**src/rtl/match_controller.sv**
```systemverilog
// match_controller: two-player hit resolver and round sequencer (IDLE/INTRO/FIGHT/KO/MATCH_OVER).
// Optional round clock: define ROUND_TIMER_EN to make rounds end on timeout as well as on KO.

module match_controller #(
  parameter int MAX_HEALTH     = 100,
  parameter int DAMAGE         = 10,
  parameter int HITSTUN_FRAMES = 20,
  parameter int INTRO_FRAMES   = 120,
  parameter int KO_FRAMES      = 180,
  parameter int FPS            = 60,
  parameter int ROUND_SECS     = 60,
  parameter int ROUNDS_TO_WIN  = 2
) (
  input  logic       clk,
  input  logic       reset_n,
  input  logic       SCEN,
  input  logic       start,
  input  logic [9:0] p1_pos_x,
  input  logic [9:0] p1_pos_y,
  input  logic       p1_facing,
  input  logic       p1_attack_damage,
  input  logic [9:0] p2_pos_x,
  input  logic [9:0] p2_pos_y,
  input  logic       p2_facing,
  input  logic       p2_attack_damage,
  output logic [7:0] p1_health,
  output logic [7:0] p2_health,
  output logic       p1_hitstun_active,
  output logic       p2_hitstun_active,
  output logic       p1_ctrl_enable,
  output logic       p2_ctrl_enable,
  output logic       p1_hit_pulse,
  output logic       p2_hit_pulse,
  output logic [2:0] match_state,
  output logic [1:0] p1_rounds,
  output logic [1:0] p2_rounds,
  output logic [1:0] winner,
  output logic [6:0] round_time
);

  localparam int STUN_W = $clog2(HITSTUN_FRAMES + 1);
  localparam int PH_W   = $clog2(((INTRO_FRAMES > KO_FRAMES) ? INTRO_FRAMES : KO_FRAMES) + 1);
  localparam int SEC_W  = $clog2(FPS + 1);

  typedef enum logic [2:0] {
    ST_IDLE  = 3'd0,
    ST_INTRO = 3'd1,
    ST_FIGHT = 3'd2,
    ST_KO    = 3'd3,
    ST_OVER  = 3'd4
  } state_t;

  // Attacker hitbox (40x80) against defender hurtbox (40x45); 11-bit signed keeps
  // pos_x-5 from wrapping at the left screen edge. Touching edges do not overlap.
  function automatic logic hitbox_overlaps(
    input logic [9:0] atk_x,
    input logic [9:0] atk_y,
    input logic       atk_facing,
    input logic [9:0] def_x,
    input logic [9:0] def_y
  );
    logic signed [10:0] hx;
    logic signed [10:0] hy;
    logic signed [10:0] ux;
    logic signed [10:0] uy;
    hx = atk_facing ? ($signed({1'b0, atk_x}) + 11'sd85) : ($signed({1'b0, atk_x}) - 11'sd5);
    hy = $signed({1'b0, atk_y}) - 11'sd5;
    ux = $signed({1'b0, def_x}) + 11'sd40;
    uy = $signed({1'b0, def_y}) + 11'sd53;
    return (hx < (ux + 11'sd40)) && (ux < (hx + 11'sd40)) &&
           (hy < (uy + 11'sd45)) && (uy < (hy + 11'sd80));
  endfunction

  state_t             state_r, state_s;
  logic [7:0]         p1_health_r, p1_health_s, p2_health_r, p2_health_s;
  logic [STUN_W-1:0]  p1_stun_r, p1_stun_s, p2_stun_r, p2_stun_s;
  logic               p1_latch_r, p1_latch_s, p2_latch_r, p2_latch_s;
  logic [1:0]         p1_rounds_r, p1_rounds_s, p2_rounds_r, p2_rounds_s;
  logic [1:0]         winner_r, winner_s;
  logic [6:0]         round_time_r, round_time_s;
  logic [PH_W-1:0]    phase_r, phase_s;
  logic [SEC_W-1:0]   sec_r, sec_s;
  logic               p1_hitstun_r, p2_hitstun_r;
  logic               p1_ctrl_r, p2_ctrl_r;
  logic               p1_pulse_r, p2_pulse_r;
  logic               p1_reach_s, p2_reach_s;
  logic               hit_on_p1_s, hit_on_p2_s;
  logic               enter_intro_s;
  logic               timeout_s;

  assign p1_reach_s  = hitbox_overlaps(p1_pos_x, p1_pos_y, p1_facing, p2_pos_x, p2_pos_y);
  assign p2_reach_s  = hitbox_overlaps(p2_pos_x, p2_pos_y, p2_facing, p1_pos_x, p1_pos_y);
  assign hit_on_p2_s = SCEN && (state_r == ST_FIGHT) && p1_attack_damage && p1_reach_s &&
                       (p1_stun_r == STUN_W'(0)) && !p1_latch_r;
  assign hit_on_p1_s = SCEN && (state_r == ST_FIGHT) && p2_attack_damage && p2_reach_s &&
                       (p2_stun_r == STUN_W'(0)) && !p2_latch_r;

  // Frame update: hits first, then round resolution and sequencing on the post-hit health.
  always_comb begin
    state_s       = state_r;
    p1_health_s   = p1_health_r;
    p2_health_s   = p2_health_r;
    p1_stun_s     = p1_stun_r;
    p2_stun_s     = p2_stun_r;
    p1_latch_s    = p1_latch_r;
    p2_latch_s    = p2_latch_r;
    p1_rounds_s   = p1_rounds_r;
    p2_rounds_s   = p2_rounds_r;
    winner_s      = winner_r;
    round_time_s  = round_time_r;
    phase_s       = phase_r;
    sec_s         = sec_r;
    enter_intro_s = 1'b0;
    timeout_s     = 1'b0;
    if (SCEN) begin
      p1_stun_s  = (p1_stun_r != STUN_W'(0)) ? (p1_stun_r - STUN_W'(1)) : p1_stun_r;
      p2_stun_s  = (p2_stun_r != STUN_W'(0)) ? (p2_stun_r - STUN_W'(1)) : p2_stun_r;
      p1_latch_s = p1_attack_damage ? p1_latch_r : 1'b0;
      p2_latch_s = p2_attack_damage ? p2_latch_r : 1'b0;
      if (hit_on_p2_s) begin
        p2_health_s = (p2_health_r > 8'(DAMAGE)) ? (p2_health_r - 8'(DAMAGE)) : 8'd0;
        p2_stun_s   = STUN_W'(HITSTUN_FRAMES);
        p1_latch_s  = 1'b1;
      end else begin
        p2_health_s = p2_health_r;
      end
      if (hit_on_p1_s) begin
        p1_health_s = (p1_health_r > 8'(DAMAGE)) ? (p1_health_r - 8'(DAMAGE)) : 8'd0;
        p1_stun_s   = STUN_W'(HITSTUN_FRAMES);
        p2_latch_s  = 1'b1;
      end else begin
        p1_health_s = p1_health_r;
      end

      case (state_r)
        ST_IDLE: begin
          if (start) begin
            state_s       = ST_INTRO;
            p1_rounds_s   = 2'd0;
            p2_rounds_s   = 2'd0;
            winner_s      = 2'd0;
            enter_intro_s = 1'b1;
          end else begin
            state_s = ST_IDLE;
          end
        end
        ST_INTRO: begin
          if (phase_r == PH_W'(INTRO_FRAMES - 1)) begin
            state_s = ST_FIGHT;
            phase_s = PH_W'(0);
          end else begin
            phase_s = phase_r + PH_W'(1);
          end
        end
        ST_FIGHT: begin
          phase_s = PH_W'(0);
`ifdef ROUND_TIMER_EN
          if (sec_r == SEC_W'(FPS - 1)) begin
            sec_s        = SEC_W'(0);
            round_time_s = round_time_r - 7'd1;
          end else begin
            sec_s = sec_r + SEC_W'(1);
          end
          timeout_s = (round_time_s == 7'd0);
`endif
          // A KO on the same frame as the timeout decides the round.
          if ((p1_health_s == 8'd0) && (p2_health_s == 8'd0)) begin
            winner_s = 2'd3;
            state_s  = ST_KO;
          end else if (p1_health_s == 8'd0) begin
            p2_rounds_s = p2_rounds_r + 2'd1;
            winner_s    = 2'd2;
            state_s     = ST_KO;
          end else if (p2_health_s == 8'd0) begin
            p1_rounds_s = p1_rounds_r + 2'd1;
            winner_s    = 2'd1;
            state_s     = ST_KO;
          end else if (timeout_s) begin
            state_s = ST_KO;
            if (p1_health_s > p2_health_s) begin
              p1_rounds_s = p1_rounds_r + 2'd1;
              winner_s    = 2'd1;
            end else if (p2_health_s > p1_health_s) begin
              p2_rounds_s = p2_rounds_r + 2'd1;
              winner_s    = 2'd2;
            end else begin
              winner_s = 2'd3;
            end
          end else begin
            state_s = ST_FIGHT;
          end
        end
        ST_KO: begin
          if (phase_r == PH_W'(KO_FRAMES - 1)) begin
            phase_s = PH_W'(0);
            if ((p1_rounds_r == 2'(ROUNDS_TO_WIN)) || (p2_rounds_r == 2'(ROUNDS_TO_WIN))) begin
              state_s = ST_OVER;
            end else begin
              state_s       = ST_INTRO;
              enter_intro_s = 1'b1;
            end
          end else begin
            phase_s = phase_r + PH_W'(1);
          end
        end
        ST_OVER: begin
          if (start) begin
            state_s = ST_IDLE;
          end else begin
            state_s = ST_OVER;
          end
        end
        default: begin
          state_s = ST_IDLE;
        end
      endcase

      p1_health_s  = enter_intro_s ? 8'(MAX_HEALTH) : p1_health_s;
      p2_health_s  = enter_intro_s ? 8'(MAX_HEALTH) : p2_health_s;
      p1_stun_s    = enter_intro_s ? STUN_W'(0) : p1_stun_s;
      p2_stun_s    = enter_intro_s ? STUN_W'(0) : p2_stun_s;
      p1_latch_s   = enter_intro_s ? 1'b0 : p1_latch_s;
      p2_latch_s   = enter_intro_s ? 1'b0 : p2_latch_s;
      round_time_s = enter_intro_s ? 7'(ROUND_SECS) : round_time_s;
      sec_s        = enter_intro_s ? SEC_W'(0) : sec_s;
      phase_s      = enter_intro_s ? PH_W'(0) : phase_s;
    end else begin
      state_s = state_r;
    end
  end

  // State and output registers; flags are derived from next-state values so they stay registered.
  always_ff @(posedge clk or negedge reset_n) begin
    if (!reset_n) begin
      state_r      <= ST_IDLE;
      p1_health_r  <= 8'(MAX_HEALTH);
      p2_health_r  <= 8'(MAX_HEALTH);
      p1_stun_r    <= STUN_W'(0);
      p2_stun_r    <= STUN_W'(0);
      p1_latch_r   <= 1'b0;
      p2_latch_r   <= 1'b0;
      p1_rounds_r  <= 2'd0;
      p2_rounds_r  <= 2'd0;
      winner_r     <= 2'd0;
      round_time_r <= 7'(ROUND_SECS);
      phase_r      <= PH_W'(0);
      sec_r        <= SEC_W'(0);
      p1_hitstun_r <= 1'b0;
      p2_hitstun_r <= 1'b0;
      p1_ctrl_r    <= 1'b0;
      p2_ctrl_r    <= 1'b0;
      p1_pulse_r   <= 1'b0;
      p2_pulse_r   <= 1'b0;
    end else begin
      state_r      <= state_s;
      p1_health_r  <= p1_health_s;
      p2_health_r  <= p2_health_s;
      p1_stun_r    <= p1_stun_s;
      p2_stun_r    <= p2_stun_s;
      p1_latch_r   <= p1_latch_s;
      p2_latch_r   <= p2_latch_s;
      p1_rounds_r  <= p1_rounds_s;
      p2_rounds_r  <= p2_rounds_s;
      winner_r     <= winner_s;
      round_time_r <= round_time_s;
      phase_r      <= phase_s;
      sec_r        <= sec_s;
      p1_hitstun_r <= (p1_stun_s != STUN_W'(0));
      p2_hitstun_r <= (p2_stun_s != STUN_W'(0));
      p1_ctrl_r    <= (state_s == ST_FIGHT) && (p1_stun_s == STUN_W'(0));
      p2_ctrl_r    <= (state_s == ST_FIGHT) && (p2_stun_s == STUN_W'(0));
      p1_pulse_r   <= hit_on_p1_s;
      p2_pulse_r   <= hit_on_p2_s;
    end
  end

  assign match_state       = state_r;
  assign p1_health         = p1_health_r;
  assign p2_health         = p2_health_r;
  assign p1_hitstun_active = p1_hitstun_r;
  assign p2_hitstun_active = p2_hitstun_r;
  assign p1_ctrl_enable    = p1_ctrl_r;
  assign p2_ctrl_enable    = p2_ctrl_r;
  assign p1_hit_pulse      = p1_pulse_r;
  assign p2_hit_pulse      = p2_pulse_r;
  assign p1_rounds         = p1_rounds_r;
  assign p2_rounds         = p2_rounds_r;
  assign winner            = winner_r;
  assign round_time        = round_time_r;

endmodule

```
**config.mk**
```make
export PLATFORM = sky130hd
export DESIGN_NAME = match_controller
export DESIGN_NICKNAME = d
export VERILOG_FILES = /design/src/rtl/match_controller.sv
export SDC_FILE = /design/constraint.sdc
export NUM_CORES = 1
export LEC_CHECK = 0
export ABC_AREA = 1
export BUFFER_PORTS_ARGS = -buffer_cell sky130_fd_sc_hd__clkbuf_2
export CAP_MARGIN = 20
export CORE_MARGIN = 1
export CORE_UTILIZATION = 42
export CTS_BUF_LIST = sky130_fd_sc_hd__clkbuf_16
export DETAILED_ROUTE_END_ITERATION = 6
export GPL_ROUTABILITY_DRIVEN = 0
export PLACE_DENSITY_LB_ADDON = 0.3
export SKIP_CTS_REPAIR_TIMING = 1
export SLEW_MARGIN = 15
export SYNTH_ARGS = -nofsm -noshare
export SYNTH_HDL_FRONTEND = slang
export SYNTH_SLANG_ARGS = --single-unit
export TNS_END_PERCENT = 10
```
**constraint.sdc**
```tcl
create_clock -name clk -period 3.4 [get_ports clk]
set_input_delay 1.02 -clock clk [delete_from_list [all_inputs] [get_ports clk]]
set_output_delay 1.02 -clock clk [all_outputs]
set_load 0.01 [all_outputs]
```
* Yosys cells after proc, flatten, opt, wreduce, memory -nomap -nowiden
Cells that the tools add are included.
** Storage, ports and cells
- Flip-flop bits (word level) :: 51
- Bits of input ports :: 48
- Output and inout port bits :: 38
- Word-level logic and storage cells :: 164
** Cells by class
- $add $sub $neg :: 25
- Magnitude comparators :: 10
- Eq/ne operators :: 17
- Multiplexer cells :: 55
- Reductions and logical operators :: 40
** Operators with widths (count)
- $lt 11x11->1 :: 8
- $mux 8 :: 11
- $add 11x7->11 const B :: 6
- $add 10x6->11 const B :: 4
- $sub 10x3->11 const B :: 4
- $mux 5 :: 8
- $pmux 8 s3 :: 1
- $add 10x7->11 const B :: 2
- $add 11x8->11 const B :: 2
- $mux 11 :: 2
- $logic_not 5->1 :: 4
- $reduce_bool 5->1 :: 4
- $logic_and 1x1->1 :: 18
- $mux 2 :: 9
- $gt 8x4->1 const B :: 2
- $logic_not 8->1 :: 2
- $sub 8x4->8 const B :: 2
- $mux 3 :: 5
- $pmux 3 s5 :: 1
- $mux 1 :: 14
- $pmux 2 s2 :: 3
- $sub 5x1->5 const B :: 2
- $eq 3x2->1 const B :: 3
- $add 8x1->8 const B :: 1
- 20 further kinds :: 29

* Depth between registers and ports, before layout
- Word-level depth :: 20
- Mapped depth :: 34
- Depth with buffers taken out :: 34

* Worst setup path before layout
No wires, ideal clock.
- Path type :: input port to flip-flop
- From :: in p2_facing
- To :: reg winner_r[1] (netlist: winner[1])
- Setup time :: 0.120 ns
- Arrival :: 4.859 ns
- Data required time :: 3.280 ns
- Slack :: -1.579 ns
- Stages :: 31
- Buffers on the path :: 1
- Cells stage by stage :: inv_1 > ha_1 > nand2_1 > nor2_1 > a211oi_1 > o21ai_0 > inv_1 > o211ai_1 > a21oi_1 > o21ai_0 > xor2_1 > nand2_1 > xor2_1 > ha_1 > a21oi_1 > o21a_1 > nand3_1 > or2_2 > nand2_1 > nor2_1 > nand4_4 > buf_6 > nor2_1 > a21oi_1 > nand3_1 > nor2_2 > nand2_1 > nand3_1 > nand2_2 > nand2_1 > o21ai_2
** On the way
- Longest elaborated chain between the ends :: 15
- Elaborated cells between the ends (all ways) :: 19
- Those cells by class :: add/sub: 1; order compare: 2; eq/ne: 1; mux: 6; reduce/logical: 9
** Ends and longest elaborated chain
- start, declared :: line 24 : input logic p2_facing,
- $mux 11 (*) :: line 66 : hx = atk_facing ? ($signed({1'b0, atk_x}) + 11'sd85) : ($signed({1'b0, atk_x}) - 11'sd5);
- $add 11x7->11 :: line 70 : return (hx < (ux + 11'sd40)) && (ux < (hx + 11'sd40)) &&
- $lt 11x11->1 :: line 70
- $logic_and 1x1->1 (*) (2 in series) :: line 70
- $logic_and 1x1->1 (*) :: line 71 : (hy < (uy + 11'sd45)) && (uy < (hy + 11'sd80));
- $logic_and 1x1->1 (*) (2 in series) :: line 95 : assign hit_on_p1_s = SCEN && (state_r == ST_FIGHT) && p2_attack_damage && p2_reach_s &&
- $logic_and 1x1->1 (*) :: line 96 : (p2_stun_r == STUN_W'(0)) && !p2_latch_r;
- $mux 8 (*) :: line 127 : if (hit_on_p1_s) begin
- $mux 8 (*) :: line 115 : if (SCEN) begin
- $logic_not 8->1 (*) :: line 167, 170
- $logic_and 1x1->1 or $mux 2 (tied branches) :: line 167, 170
- $ne 4x1->1 (no source line) or $mux 2 (tied branches)
- $reduce_and 4->1 (no source line) or $pmux 2 s2 (tied branches)
- end signal, assigned :: line 264 : winner_r <= winner_s;
- end, declared :: line 79 : logic [1:0] winner_r, winner_s;
Mark *: on every way between the ends. The rest lies on a longest branch, timed or not. The select of a mux whose other input is x is not followed.
A chain may end at the register's enable or synchronous reset.

* Worst setup path in the final report
- From :: in p2_facing
- To :: reg p1_ctrl_r (netlist: p1_ctrl_enable)
** On the way
- Longest elaborated chain between the ends :: 18
- Elaborated cells between the ends (all ways) :: 24
- Those cells by class :: add/sub: 1; order compare: 2; eq/ne: 1; mux: 10; reduce/logical: 10
** Ends and longest elaborated chain
- $mux 11 (*) :: line 66
- $add 11x7->11 :: line 70
- $lt 11x11->1 :: line 70
- $logic_and 1x1->1 (*) (2 in series) :: line 70
- $logic_and 1x1->1 (*) :: line 71
- $logic_and 1x1->1 (*) (2 in series) :: line 95
- $logic_and 1x1->1 (*) :: line 96
- $mux 8 :: line 127
- $mux 8 :: line 115
- $logic_not 8->1 :: line 167, 170
- $mux 1 or $logic_and 1x1->1 (tied branches) :: line 170, 167
- $mux 1 :: line 167 : if ((p1_health_s == 8'd0) && (p2_health_s == 8'd0)) begin
- $pmux 3 s5 :: line 135 : case (state_r)
- $mux 3 :: line 115
- $eq 3x2->1 :: line 270 : p1_ctrl_r <= (state_s == ST_FIGHT) && (p1_stun_s == STUN_W'(0));
- $logic_and 1x1->1 (*) :: line 270
- end signal, assigned :: line 270
- end, declared :: line 84 : logic p1_ctrl_r, p2_ctrl_r;
Marks and branches as above.

==> qor.yml <==
port-buffer-count: 78
clk_latency_ns: 0.29
crit-reg2reg-capture: "p1_ctrl_enable"
slew_viol_final: 0
finalSetupViolCount: 41
ys_seq_area_share_pct: 17.0
fp-row-count: 48
routed_wl_um: 19800
cts_tree: "yes"
drt_iter0_markers: 377
synth_edf_count: 0
rr_startpoint: "p1_stun_r[0]"
ys_seq_elements: 51
final_nets: 1581
p_leak_nw: 5.57
synthesis.area_um2: 7550
post-dp-hpwl_um: 16500
crit_fanout: 6
ant_nets: 0
grt_antenna_before_repair: 2
final_cell_area_um2: 10300
n_fill_cell: 1694
cts_buffer_depth: 2
initial_utilization_pct: 43.4
route.met2.wl_um: 9400
final_cell_mix: "nand2_1, buf_4, inv_1"
ys_async_sr_fraction_pct: 100
dieArea_um2: 18500
top_layer: "met4"
clk_pin_slew_ns: 0.07
vdd_ir_drop_max_v: 0.000274
crit_start: "p2_facing"
dpl_worst_slack_ns: -1.94
r2r_cells: 20
die_x_um: 136
fmax_ghz: 0.201
die_h_um: 136
final_core_util_pct: 59.0
drive_above_1_share_pct: 29.3
hold_violations: 0
syn-mean-instance-area_um2: 6.76
hold_end: "phase_r[7]"
endpoint_kind: "register"
synth_cells: 1118
layout_setup_ws_ns: -1.58
cts_buffers: 5
min_period_ns: 4.98
wl_per_cell_um: 12.0
max-slew-margin-rel_pct: 36.6
min_period_over_period_pct: 146
hold_path_class: "register to register"
cpMostUsedCell: "nor2_1"
coreArea_um2: 17400
grt_pass1_vias: 7769
grt_max_degree: 52
routed_via_density: 4.92
finClkSkew_ns: 0.00787
crit_required_ns: 3.58
firstDrtPassIters: 5
pwr_density_cell_nw_per_um2: 357
met1_length_um: 9490
ys.warnings.count: 0
cts-htree-levels: 2
overflow: 0
vias: 8104
cts_sinks: 51
wl_met3_um: 643
slowest_delay_ns: 0.34
cp.arrival_ns: 5.16
cp-start-kind: "input pin"
worstHoldStart: "phase_r[7]"
criticalPathCategory: "input pin to register"
dpl_cell_area_um2: 9870
grt_use_total_pct: 21.7
drc_errors: 0
area_delta_synth_final_pct: 36.0
outcome: "finished with violations"
cp_slowest_cell: "ha_1"
rsz0062_at_grt: "yes"
grt_pass1_wl_um: 33200
worst_pin_slew_ns: 0.942
synth_cell_types: 59
violations: "setup timing"
maxCapViolations: 0
cts_root_buf: "clkbuf_16"
whs_path_depth: 1
ff2ff_setup_slack_ns: 0.38
tns_ns: -43.84
pin_count: 86
synth_ff_type: "dfrtp_1"
## registers in the layout, summed over array words and instances (netlist names), 2 cells and up
| register | flops |
|---|---|
| p1_stun_r | 5 |
| p1_rounds | 2 |
| p2_stun_r | 5 |
| winner | 2 |
| p1_health | 8 |
| match_state | 3 |
| phase_r | 8 |
| p2_health | 8 |
| p2_rounds | 2 |
## layout make-up
type / count / area [um^2] / area share, %
Antenna cell: 1 / 2.50 / 0.0244
Clock buffer: 5 / 125 / 1.22
Clock inverter: 3 / 46.3 / 0.451
Inverter: 180 / 679 / 6.61
Multi-Input combinational cell: 876 / 5720 / 55.7
Sequential cell: 51 / 1280 / 12.5
Tap cell: 225 / 282 / 2.74
Timing Repair Buffer: 306 / 2130 / 20.8
## power breakdown
group	switching, mW	internal, mW
clock network	0.232	0.350
registers	0.0727	0.702
logic	1.27	1.04
total	1.58	2.09
## critical path: cells and delay by family
kind / cells / cell delay [ns]
AND/OR/NAND/NOR: 22 / 2.20
buffers and inverters: 6 / 0.60
adder cells (fa/ha/maj): 2 / 0.59
AO/OA/AOI/OAI: 3 / 0.43
XOR/XNOR: 2 / 0.28
## metrics by stage
stage / power [mW] / hold WS, ns / std cells
after floorplan: 2.16 / 0.433 / 1123
after global placement: 2.91 / 0.471 / 1635
after detailed placement: 2.96 / 0.474 / 1635
after CTS: 3.56 / 0.483 / 1643
after global routing: 4.03 / 0.507 / 1647
final: 3.67 / 0.484 / 1647
## cell usage after synthesis (all sizes together) (12+ instances only)
library cell	number	area, um^2
nand2	247	976
inv	179	672
ha	111	1390
nor2	103	418
nand3	71	375
a21oi	69	364
xor2	69	623
o21ai	68	370
dfrtp	45	1130
xnor2	21	184
nor3	19	95.1
buf	13	97.6
nand4	12	90.1
o22ai	12	75.1
## cell families (layout without fill, tap and decap cells)
kind of cell,Yosys count,count (layout),synth area share [%]
other,2,8,0.0994
buffers and inverters,197,494,10.4
AOI/OAI and AO/OA,189,189,14.9
and+or+nand+nor,476,477,27.9
DFF,51,51,17.0
xor gates and xnor gates,90,90,10.7
adders and majority gates,113,113,18.9
## worst max path at each step
stage | end | slack (ns) | depth (start not counted)
2_1_floorplan | p2_rounds[0] | -1.49 | 31
3_3_place_gp | p2_rounds[0] | -1.78 | 31
3_5_place_dp | p2_rounds[1] | -1.94 | 33
4_1_cts | p1_ctrl_enable | -1.68 | 28
5_1_grt | p2_rounds[0] | -2.03 | 33
6_report | p1_ctrl_enable | -1.58 | 35
## metal layers
layer / track usage, % / vias to the layer above
li1: - / 4264
met1: 28.4 / 3660
met2: 38.2 / 159
met3: 2.24 / 21
met4: 4.20 / 0
met5: 0 / -
(Power assumes the default switching activity.)
